--- config.mk ---
export PLATFORM = sky130hd
export DESIGN_NAME = booth_multiplier
export DESIGN_NICKNAME = d
export VERILOG_FILES = /design/src/rtl/mult_pkg.sv /design/src/rtl/booth_pp_gen.sv /design/src/rtl/booth_multiplier.sv
export SDC_FILE = /design/constraint.sdc
export NUM_CORES = 1
export LEC_CHECK = 0
export ABC_AREA = 1
export CAP_MARGIN = 20
export CORE_UTILIZATION = 55
export DETAILED_ROUTE_END_ITERATION = 6
export PLACE_DENSITY = 0.82
export RECOVER_POWER = 25
export SLEW_MARGIN = 20
export SYNTH_ARGS = -nofsm -noshare
export SYNTH_HDL_FRONTEND = slang
export SYNTH_SLANG_ARGS = --single-unit
--- constraint.sdc ---
create_clock -name clk -period 18.2 [get_ports clk]
set_clock_uncertainty 0.15 [all_clocks]
set_input_delay 2.73 -clock clk [delete_from_list [all_inputs] [get_ports clk]]
set_output_delay 2.73 -clock clk [all_outputs]
set_load 0.05 [all_outputs]
--- src/rtl/mult_pkg.sv ---
// Shared constants, Booth digit encoding and sign-extension constant for the signed multiplier.
// Pure declarations: no latency, no flow control.
package mult_pkg;

    localparam int WIDTH      = 16;
    localparam int PROD_WIDTH = 2 * WIDTH;

    typedef enum logic [2:0] {
        ZERO,
        POS1,
        POS2,
        NEG1,
        NEG2
    } booth_digit_e;

    // Radix-4 window {b[2i+1], b[2i], b[2i-1]} -> digit in -2..+2
    function automatic booth_digit_e booth_decode(input logic [2:0] win);
        booth_digit_e digit;
        case (win)
            3'b001, 3'b010: digit = POS1;
            3'b011:         digit = POS2;
            3'b100:         digit = NEG2;
            3'b101, 3'b110: digit = NEG1;
            default:        digit = ZERO;
        endcase
        return digit;
    endfunction

    // Each partial product carries its sign as an inverted MSB at bit w+1;
    // this constant subtracts the 2^(w+1) bias of every row in one go.
    function automatic logic [63:0] sext_const(input int w);
        logic [63:0] k;
        k = '0;
        for (int i = 0; i < w / 2 + 1; i++) begin
            k = k - (64'd1 << (w + 1 + 2 * i));
        end
        return k;
    endfunction

endpackage

--- src/rtl/booth_pp_gen.sv ---
// One radix-4 Booth partial product: digit*mcand with the sign bit inverted for constant-based extension.
// Combinational, no latency, no flow control.
module booth_pp_gen
    import mult_pkg::*;
#(
    parameter int W = WIDTH
) (
    input  logic [2:0]   win,
    input  logic [W-1:0] mcand,
    output logic [W+1:0] pp
);

    booth_digit_e digit;
    logic [W+1:0] m1;
    logic [W+1:0] m2;
    logic [W+1:0] val;

    assign digit = booth_decode(win);
    assign m1    = {{2{mcand[W-1]}}, mcand};
    assign m2    = {mcand[W-1], mcand, 1'b0};

    always_comb begin
        val = '0;
        case (digit)
            POS1:    val = m1;
            POS2:    val = m2;
            NEG1:    val = -m1;
            NEG2:    val = -m2;
            default: val = '0;
        endcase
    end

    assign pp = {~val[W+1], val[W:0]};

endmodule

--- src/rtl/booth_multiplier.sv ---
// Signed WIDTH x WIDTH pipelined Booth multiplier (capture, CSA reduce, final add).
// Latency 2 cycles from capture edge to prod/output_valid; one op per cycle, never stalls.
module booth_multiplier
    import mult_pkg::*;
#(
    parameter int WIDTH = mult_pkg::WIDTH
) (
    input  logic                 clk,
    input  logic                 rst_n,
    input  logic                 input_ready,
    input  logic [WIDTH-1:0]     a,
    input  logic [WIDTH-1:0]     b,
    output logic [2*WIDTH-1:0]   prod,
    output logic                 output_valid
);

    localparam int PW       = 2 * WIDTH;
    localparam int NUM_PP   = WIDTH / 2 + 1;
    localparam int NUM_ROWS = NUM_PP + 1;
    localparam int NUM_CSA  = NUM_ROWS - 2;
    localparam logic [PW-1:0] SEXT_K = PW'(sext_const(WIDTH));

    // Stage 1: operand capture
    logic [WIDTH-1:0] a_q;
    logic [WIDTH-1:0] b_q;
    logic             vld_s1;

    always_ff @(posedge clk or negedge rst_n) begin
        if (!rst_n) begin
            a_q    <= '0;
            b_q    <= '0;
            vld_s1 <= 1'b0;
        end else begin
            vld_s1 <= input_ready;
            if (input_ready) begin
                a_q <= a;
                b_q <= b;
            end
        end
    end

    // Multiplier extended to WIDTH+2 bits plus the implicit zero below bit 0
    logic [WIDTH+2:0] bx;
    logic [WIDTH+1:0] pp   [NUM_PP];
    logic [PW-1:0]    rows [NUM_ROWS];

    assign bx = {b_q[WIDTH-1], b_q[WIDTH-1], b_q, 1'b0};

    for (genvar i = 0; i < NUM_PP; i++) begin : g_pp
        booth_pp_gen #(
            .W(WIDTH)
        ) u_pp (
            .win  (bx[2*i+2:2*i]),
            .mcand(a_q),
            .pp   (pp[i])
        );
        assign rows[i] = PW'(pp[i]) << (2 * i);
    end

    assign rows[NUM_PP] = SEXT_K;

    // Linear 3:2 compressor chain folding all rows into one sum/carry pair
    logic [PW-1:0] sum_ch [NUM_CSA];
    logic [PW-1:0] car_ch [NUM_CSA];

    assign sum_ch[0] = rows[0] ^ rows[1] ^ rows[2];
    assign car_ch[0] = ((rows[0] & rows[1]) | (rows[0] & rows[2]) | (rows[1] & rows[2])) << 1;

    for (genvar j = 1; j < NUM_CSA; j++) begin : g_csa
        assign sum_ch[j] = sum_ch[j-1] ^ car_ch[j-1] ^ rows[j+2];
        assign car_ch[j] = ((sum_ch[j-1] & car_ch[j-1]) |
                            (sum_ch[j-1] & rows[j+2])   |
                            (car_ch[j-1] & rows[j+2])) << 1;
    end

    // Stage 2: redundant sum/carry
    logic [PW-1:0] sum_q;
    logic [PW-1:0] car_q;
    logic          vld_s2;

    always_ff @(posedge clk or negedge rst_n) begin
        if (!rst_n) begin
            sum_q  <= '0;
            car_q  <= '0;
            vld_s2 <= 1'b0;
        end else begin
            sum_q  <= sum_ch[NUM_CSA-1];
            car_q  <= car_ch[NUM_CSA-1];
            vld_s2 <= vld_s1;
        end
    end

    // Stage 3: carry-propagate add; prod holds between results
    always_ff @(posedge clk or negedge rst_n) begin
        if (!rst_n) begin
            prod         <= '0;
            output_valid <= 1'b0;
        end else begin
            output_valid <= vld_s2;
            if (vld_s2) begin
                prod <= sum_q + car_q;
            end
        end
    end

endmodule

# Word-level counts from Yosys, hierarchy flattened
# Cells that the tools add are included.
# op_classes
add_sub_neg,3
n_eq_ne,87
mux,18
bitwise_logic,62
reduce_logical,16
# ops
operator,count
$pmux W18 S4,8
$or A31 B31 Y31,6
$and A31 B31 Y31,5
$eq A3 B2 Y1 const B,34
$eq A3 B3 Y1 const B,33
$pmux W3 S4,8
$xor A32 B32 Y32,3
$pmux W16 S4,1
$and A30 B31 Y31,2
$eq A3 B1 Y1 const B,17
$neg A18 Y18,2
$add A32 B32 Y32,1
$reduce_or A2 Y1,16
$xor A31 B32 Y32,1
$xor A30 B31 Y31,1
$and A28 B30 Y30,1
$and A29 B30 Y30,1
$or A29 B30 Y30,1
$or A30 B30 Y30,1
$xor A29 B30 Y30,1
$and A28 B29 Y29,1
$xor A28 B29 Y29,1
$and A26 B28 Y28,1
$and A27 B28 Y28,1
31 further kinds,39
# word_totals
register_bits,130
inputBits,35
out_inout_bits,33
elab_cells,194

# Logic depth before layout (Yosys ltp)
# Gate-level depths: netlist of the first run.
# logic_depth
ltp_word,30
ltp_mapped,26
mapped_depth_nobuf,24

# By module
# Synthesis of the first run repeated with hierarchy kept, for this count alone.
# unflattened
hier_cells,2437
area_unflattened_um2,16915.0
# modules_own_cells
mod,instances,cells_each,area_per_inst_um2,seq_area_each_um2
booth_multiplier,1,790,8480.6,3027.9
booth_pp_gen,9,183,937.1,0.0

# Worst setup path after synthesis of the first run
# No wires, ideal clock.
# synth_path
kind,register to register
from,register a_q[1]
to,register sum_q[14]
setup_time_ns,0.126
arrival_ns,5.412
required_time_ns,17.924
setup_slack_ns,12.512
stages_incl_launch_ff,21
path_buffers,2
period_less_slack_ns,5.688
cell_sequence,dfrtp_1 > clkinv_1 > clkbuf_1 > ha_1 > nand2_1 > nor2_2 > nand3_2 > o21ai_0 > nand2_2 > buf_4 > o22ai_1 > nor2_1 > fa_1 > fa_1 > fa_1 > fa_1 > fa_1 > fa_1 > inv_1 > ha_1 > ha_1
# synth_rtl
item,line,source
start: declaration,booth_multiplier.sv:24,logic [WIDTH-1:0] a_q;
start signal: assignment,booth_multiplier.sv:30,a_q <= '0;
start signal: assignment,booth_multiplier.sv:36,a_q <= a;
end signal: assignment,booth_multiplier.sv:87,sum_q <= sum_ch[NUM_CSA-1];
end: declaration,booth_multiplier.sv:77,logic [PW-1:0] sum_q;

==> results.md, run 1 <==
* Clock sink count at 121
* CTS Hold Bufs at 0
* WL/cell at 21.32 um
* Vias after detailed routing at 11090
* #FFs+latches synth at 121
* Clock latency at the later pin of the worst-skew pair at 440 ps
* Worst endpoint required time at 18370 ps
* Core ar. at 20960 um^2
* GPL Wtd Cong at 1.051
* Setup repair bufs after CTS at 0
* DRC viols at 0
* Worst R2R Path Depth at 18
* Vias per inst at 6.097
* First DRT Iteration DRCs at 1164
* Register area at 3028 um^2
* RSZ-0062 raised after global routing: no
* Area Overhead vs Synth at 10.92%
* Crit path DAT at 6900 ps
* Footprint of the multi-input gates at 7511 um^2
* Main combinational cell family by area after synthesis: adder cells
* Synth Area in Compound Gates at 14.49%
* Ant. Diodes at 0
* GRT Overall Usage at 37.20%
* Avg Inst Size Synth at 7.731 um^2
* Synth Area in Adders at 26.16%
* Xor-xnor portion of the synthesized cell area at 0.8861%
* Max Cap Viol at 1
* Setup TNS at 0 ps
* CP Max Fanout at 16
* Sequential area share after synthesis at 25.84%
* Kind of start point of the critical path: register
* Nets at 1757
* Vias in the first global route at 11220
* Final core utilization at 62.04%
* Final setup fails at 0
* CP startpoint: a_q[0]
* Min Tclk post-route at 6734 ps
* Synth Warn # at 0
* Layout cell share with drive strength beyond 1 at 4.534%
* Final Hold Vio Count at 0
* Critical R2R Launch: a_q[0]
* Peak Freq at 148.5 MHz
* Tightest Pin Transition at 3527 ps
* Post-cts resize count at 0
* Distinct cells, synth at 43
* Detail Route Antenna Nets at 0
* Worst Path Class, Setup: register to register
* Post-DP Area at 12420 um^2
* Synthesized cell area at 11720 um^2
* Finished Cell Area at 13000 um^2
* Worst setup path endpoint: sum_q[14]
* Tcrit/Tclk final at 37.00%
* Pins Over Slew Limit at 71
* Syn_nets at 1742
* DRT Pass-1 Iters at 6
* Pin count of the biggest net entering global routing at 71
* Peak supply drop at 0.0001308 V
* Outcome: finished with violations
* Pwr/cell area at 221.9 nW/um^2
* I/O pin count at 68
* Initial antenna violation count at 0
* Drt total wl at 38.78 mm
* Initial core utilization at 55.93%
* Htree depth at 4
* Worst reg2reg path endpoint: sum_q[14]
* Gr ovfl total at 0
* TritonCTS clock tree: yes
* Crit path capture type: register
* Hpwl dp at 29.39 mm
* # fillers at 1900
* Most frequent cells in the layout: nand2_1 (340), inv_1 (215), nor2_1 (147)
* Clock root cell: clkbuf_16
* Leak Pwr at 6.330 nW
* Post-synthesis simple-gate area fraction at 21.89%
* Post-Syn Instances at 1516
* Most common cell after layout, fill and taps aside: nand2_1
* Die height at 148.0 um
* Chip width at 148.0 um
* Max Buffers Root-to-Sink at 2
* Reg-to-reg setup timing slack at 11470 ps
* Clk pin slew, worst setup/hold paths at 70 ps
* Hold Path Class: register to register
* Mux contribution to synthesized area at 0.6726%
* Failing checks: max-capacitance violations, max-slew violations
* Global-route wire length before repair at 61.77 mm
* Worst rel slew slack at -135.1%
* Row count at 53
* Num CTS Buffers at 17
* Number of port buffers at 67
* Die ar. at 21900 um^2
[per-layer routing]
metal | global-route usage [%] | wire length [um] | vias to the layer above
met2 | 61.08 | 18120 | 668
met5 | 0 | 0 | -
met3 | 6.944 | 3199 | 168
met1 | 44.99 | 14970 | 5204
met4 | 23.71 | 2486 | 0
li1 | - | - | 5050
[cell type report]
| cell class | instances | area share [%] |
|---|---|---|
| multi-input combinational | 1092 | 57.78 |
| tap | 275 | 2.647 |
| inverter | 230 | 6.641 |
| clock inverter | 15 | 1.184 |
| sequential | 121 | 23.29 |
| clock buffer | 17 | 3.272 |
| timing repair buffer | 69 | 5.188 |
[state kept, by name, summed over array words and instances, names as in the netlist]
register      count
vld_s1            1
vld_s2            1
output_valid      1
car_q            22
b_q              16
prod             32
a_q              16
sum_q            32
[synth_stat cells, drive strengths merged]
cell type  count  area, um^2
a21oi         32       160.2
a221oi        14       122.6
a22oi          2       15.01
a31oi          1       6.260
and2           1       6.260
buf           16       103.9
clkbuf        57       214.0
clkinv         9       33.78
dfrtp        121        3028
fa            90        1802
ha           101        1264
inv          221       829.5
mux2           7       78.83
nand2        348        1326
nand3         52       270.3
nand3b        15       112.6
nand4         16       106.4
nor2         152       601.8
nor3          25       135.1
o2111ai        3       26.28
o211ai        10       80.07
o21ai         62       314.1
o21bai         1       7.510
o221ai        16       140.1
o22ai        132       825.8
or2            1       6.260
xnor2          8       70.07
xor2           3       33.79
[through the flow]
stage | worst slack, ps | std cells | power, mW | hold slack [ps]
after floorplan | 12510 | 1516 | 1.867 | 181.2
after global placement | 11680 | 1787 | 2.373 | 183.2
after detailed placement | 11600 | 1787 | 2.484 | 195.7
after CTS | 11520 | 1819 | 2.899 | 210.2
after global routing | 11220 | 1819 | 3.228 | 228.4
final | 11470 | 1819 | 2.884 | 205.8
[report_power, final]
part	switching, mW	internal (mW)
logic	1.26	0.831
registers	0.0432	0.402
clock network	0.155	0.193
total	1.46	1.43
[worst min path at each step]
stage	from	endpoint	slack, ps	cells past startpoint
final	vld_s1	vld_s2	210	0
after global placement	vld_s1	vld_s2	180	0
after floorplan	vld_s1	vld_s2	180	0
after detailed placement	vld_s1	vld_s2	200	0
after global routing	vld_s1	vld_s2	230	0
after CTS	vld_s1	vld_s2	210	0
[kinds of logic after synthesis]
family          Yosys count
fa+ha+maj               191
compound gates          273
buf+inv                 303
flops                   121
mux                       7
simple gates            610
xor+xnor                 11
[critical path: stages, from the launching register on]
cell      delay [ps]
dfrtp_1          620
clkinv_1         460
ha_1             400
nand2_1          100
nor2_2            60
nand3_2          160
o21ai_0          140
nand2_2          360
nor2_1            70
nor3_1           400
fa_1             520
fa_1             460
fa_1             480
fa_1             470
fa_1             550
fa_1             560
inv_1             50
ha_1             290
ha_1             300
(Power assumes the default switching activity.)
==> run 2, diff against run 1 <==
==> constraint.sdc (replaced) <==
create_clock -name clk -period 6.2 [get_ports clk]
set_clock_uncertainty 0.15 [all_clocks]
set_input_delay 0.93 -clock clk [delete_from_list [all_inputs] [get_ports clk]]
set_output_delay 0.93 -clock clk [all_outputs]
set_load 0.05 [all_outputs]
==> results.md, run 2 (same netlist as run 1, synthesis figures left out) <==
* Outcome: finished with violations
* Failing checks: max-capacitance violations, max-slew violations
* Tot Pwr at 8.324 mW
* Max Buffers Root-to-Sink at 2
* RSZ-0062 raised after global routing: no
* Num CTS Buffers at 17
* CP cell instances: inv_2, nand4_1, nor2_1, nand2_1, nand2_1, inv_1, a21oi_1, fa_1, fa_1, fa_1, fa_1, fa_1, inv_1, fa_1, ha_1, ha_1
* Post-DP Area at 12840 um^2
* Crit path DAT at 6000 ps
* Global-route wire length before repair at 58.38 mm
* Tightest Pin Transition at 2995 ps
* Vias in the first global route at 11090
* Setup repair bufs after CTS at 0
* Final core utilization at 64.11%
* Pins Over Slew Limit at 120
* Tcrit/Tclk final at 94.29%
* First DRT Iteration DRCs at 899
* Vias after detailed routing at 11040
* Drt total wl at 36.63 mm
* Final setup fails at 0
* Most frequent cells in the layout: nand2_1 (340), inv_1 (214), nor2_1 (147)
* CP dominant cell by count: fa_1
* Chip width at 148.0 um
* Final Hold Vio Count at 0
* Crit path capture type: register
* Area Overhead vs Synth at 14.63%
* Clock root cell: clkbuf_16
* # fillers at 1837
* Clock sink count at 121
* Clock latency at the later pin of the worst-skew pair at 440 ps
* Footprint of the multi-input gates at 7511 um^2
* Layout cell share with drive strength beyond 1 at 7.813%
* CTS Hold Bufs at 0
* WL/cell at 19.53 um
* Htree depth at 4
* DRT Pass-1 Iters at 6
* Pwr/cell area at 619.6 nW/um^2
* Detail Route Antenna Nets at 0
* Finished Cell Area at 13430 um^2
* Hold Path Class: register to register
* Min Tclk post-route at 5846 ps
* Ant. Diodes at 0
* Leak Pwr at 6.597 nW
* Die height at 148.0 um
* Number of port buffers at 67
* Most common cell after layout, fill and taps aside: nand2_1
* DRC viols at 0
* Initial core utilization at 55.93%
* Post-cts resize count at 0
* GPL Wtd Cong at 1.025
* Worst rel slew slack at -99.68%
* Register area at 3028 um^2
* Peak Freq at 171.1 MHz
* Max Cap Viol at 2
* Core ar. at 20960 um^2
* CP peak stage delay at 550 ps
* Top flop regs: prod: 32 flops, sum_q: 32 flops, car_q: 22 flops
* Nets at 1813
* Row count at 53
* Die ar. at 21900 um^2
* Worst endpoint required time at 6350 ps
* Setup TNS at 0 ps
* Worst Path Class, Setup: register to register
* CP Max Fanout at 17
* Clk pin slew, worst setup/hold paths at 70 ps
* Pin count of the biggest net entering global routing at 63
* Initial antenna violation count at 0
* Vias per inst at 5.890
* I/O pin count at 68
* Kind of start point of the critical path: register
* Gr ovfl total at 0
* TritonCTS clock tree: yes
* GRT Overall Usage at 34.74%
* Hpwl dp at 28.73 mm
* Peak supply drop at 0.0003630 V
* Crit-path slowest cell: fa_1
[run 2: cell types whose count changed in the layout (fill, tap and decap cells not counted), sizes merged]
cell / previous run / this run
buf: 3 / 57
clkbuf: 18 / 20
[run 2: worst paths after layout]
check	from	end	slack, ps	cells past startpoint
setup reg to reg	a_q[7]	sum_q[16]	350	16
min in group asynchronous	rst_n	prod[13]	1320	1
max in group asynchronous	rst_n	a_q[9]	2560	2
hold reg to reg	vld_s1	vld_s2	200	0
setup / recovery	a_q[7]	sum_q[16]	350	16
hold / removal	vld_s1	vld_s2	200	0
[run 2: layer usage]
metal  global-route usage, %  wire (um)  part of all wire [%]  vias up
li1                        -          -                     -     5158
met1                   42.95      14590                    40     5221
met2                   58.19      17340                    47      553
met3                   4.660       2567                   7.0      111
met4                   20.26       2131                   5.8        0
met5                       0          0                     0        -
[run 2: worst max-delay path: cells and delay by family, from the launching register on]
| kind | cells | cell delay (ps) |
|---|---|---|
| flops | 1 | 460 |
| fa+ha+maj | 8 | 3550 |
| simple gates | 4 | 850 |
| compound gates | 1 | 250 |
| buf+inv | 3 | 440 |
[run 2: through the flow]
stage	hold WS, ps	setup WS, ps	instances
after global placement	182.6	474.5	1843
final	203.8	354.3	1875
after global routing	209.1	116.4	1875
after CTS	206.2	404.9	1875
after detailed placement	190.2	471.0	1843
after floorplan	181.2	512.5	1516
[run 2: layout make-up]
type	count	area share (%)
multi-input combinational	1092	55.91
sequential	121	22.54
timing repair buffer	125	8.112
inverter	230	6.426
clock buffer	17	3.167
tap	275	2.561
clock inverter	15	1.285
[run 2: power breakdown]
group	internal, mW	switching, mW
combinational	2.42	3.57
clock	0.576	0.451
sequential	1.18	0.121
total	4.18	4.15
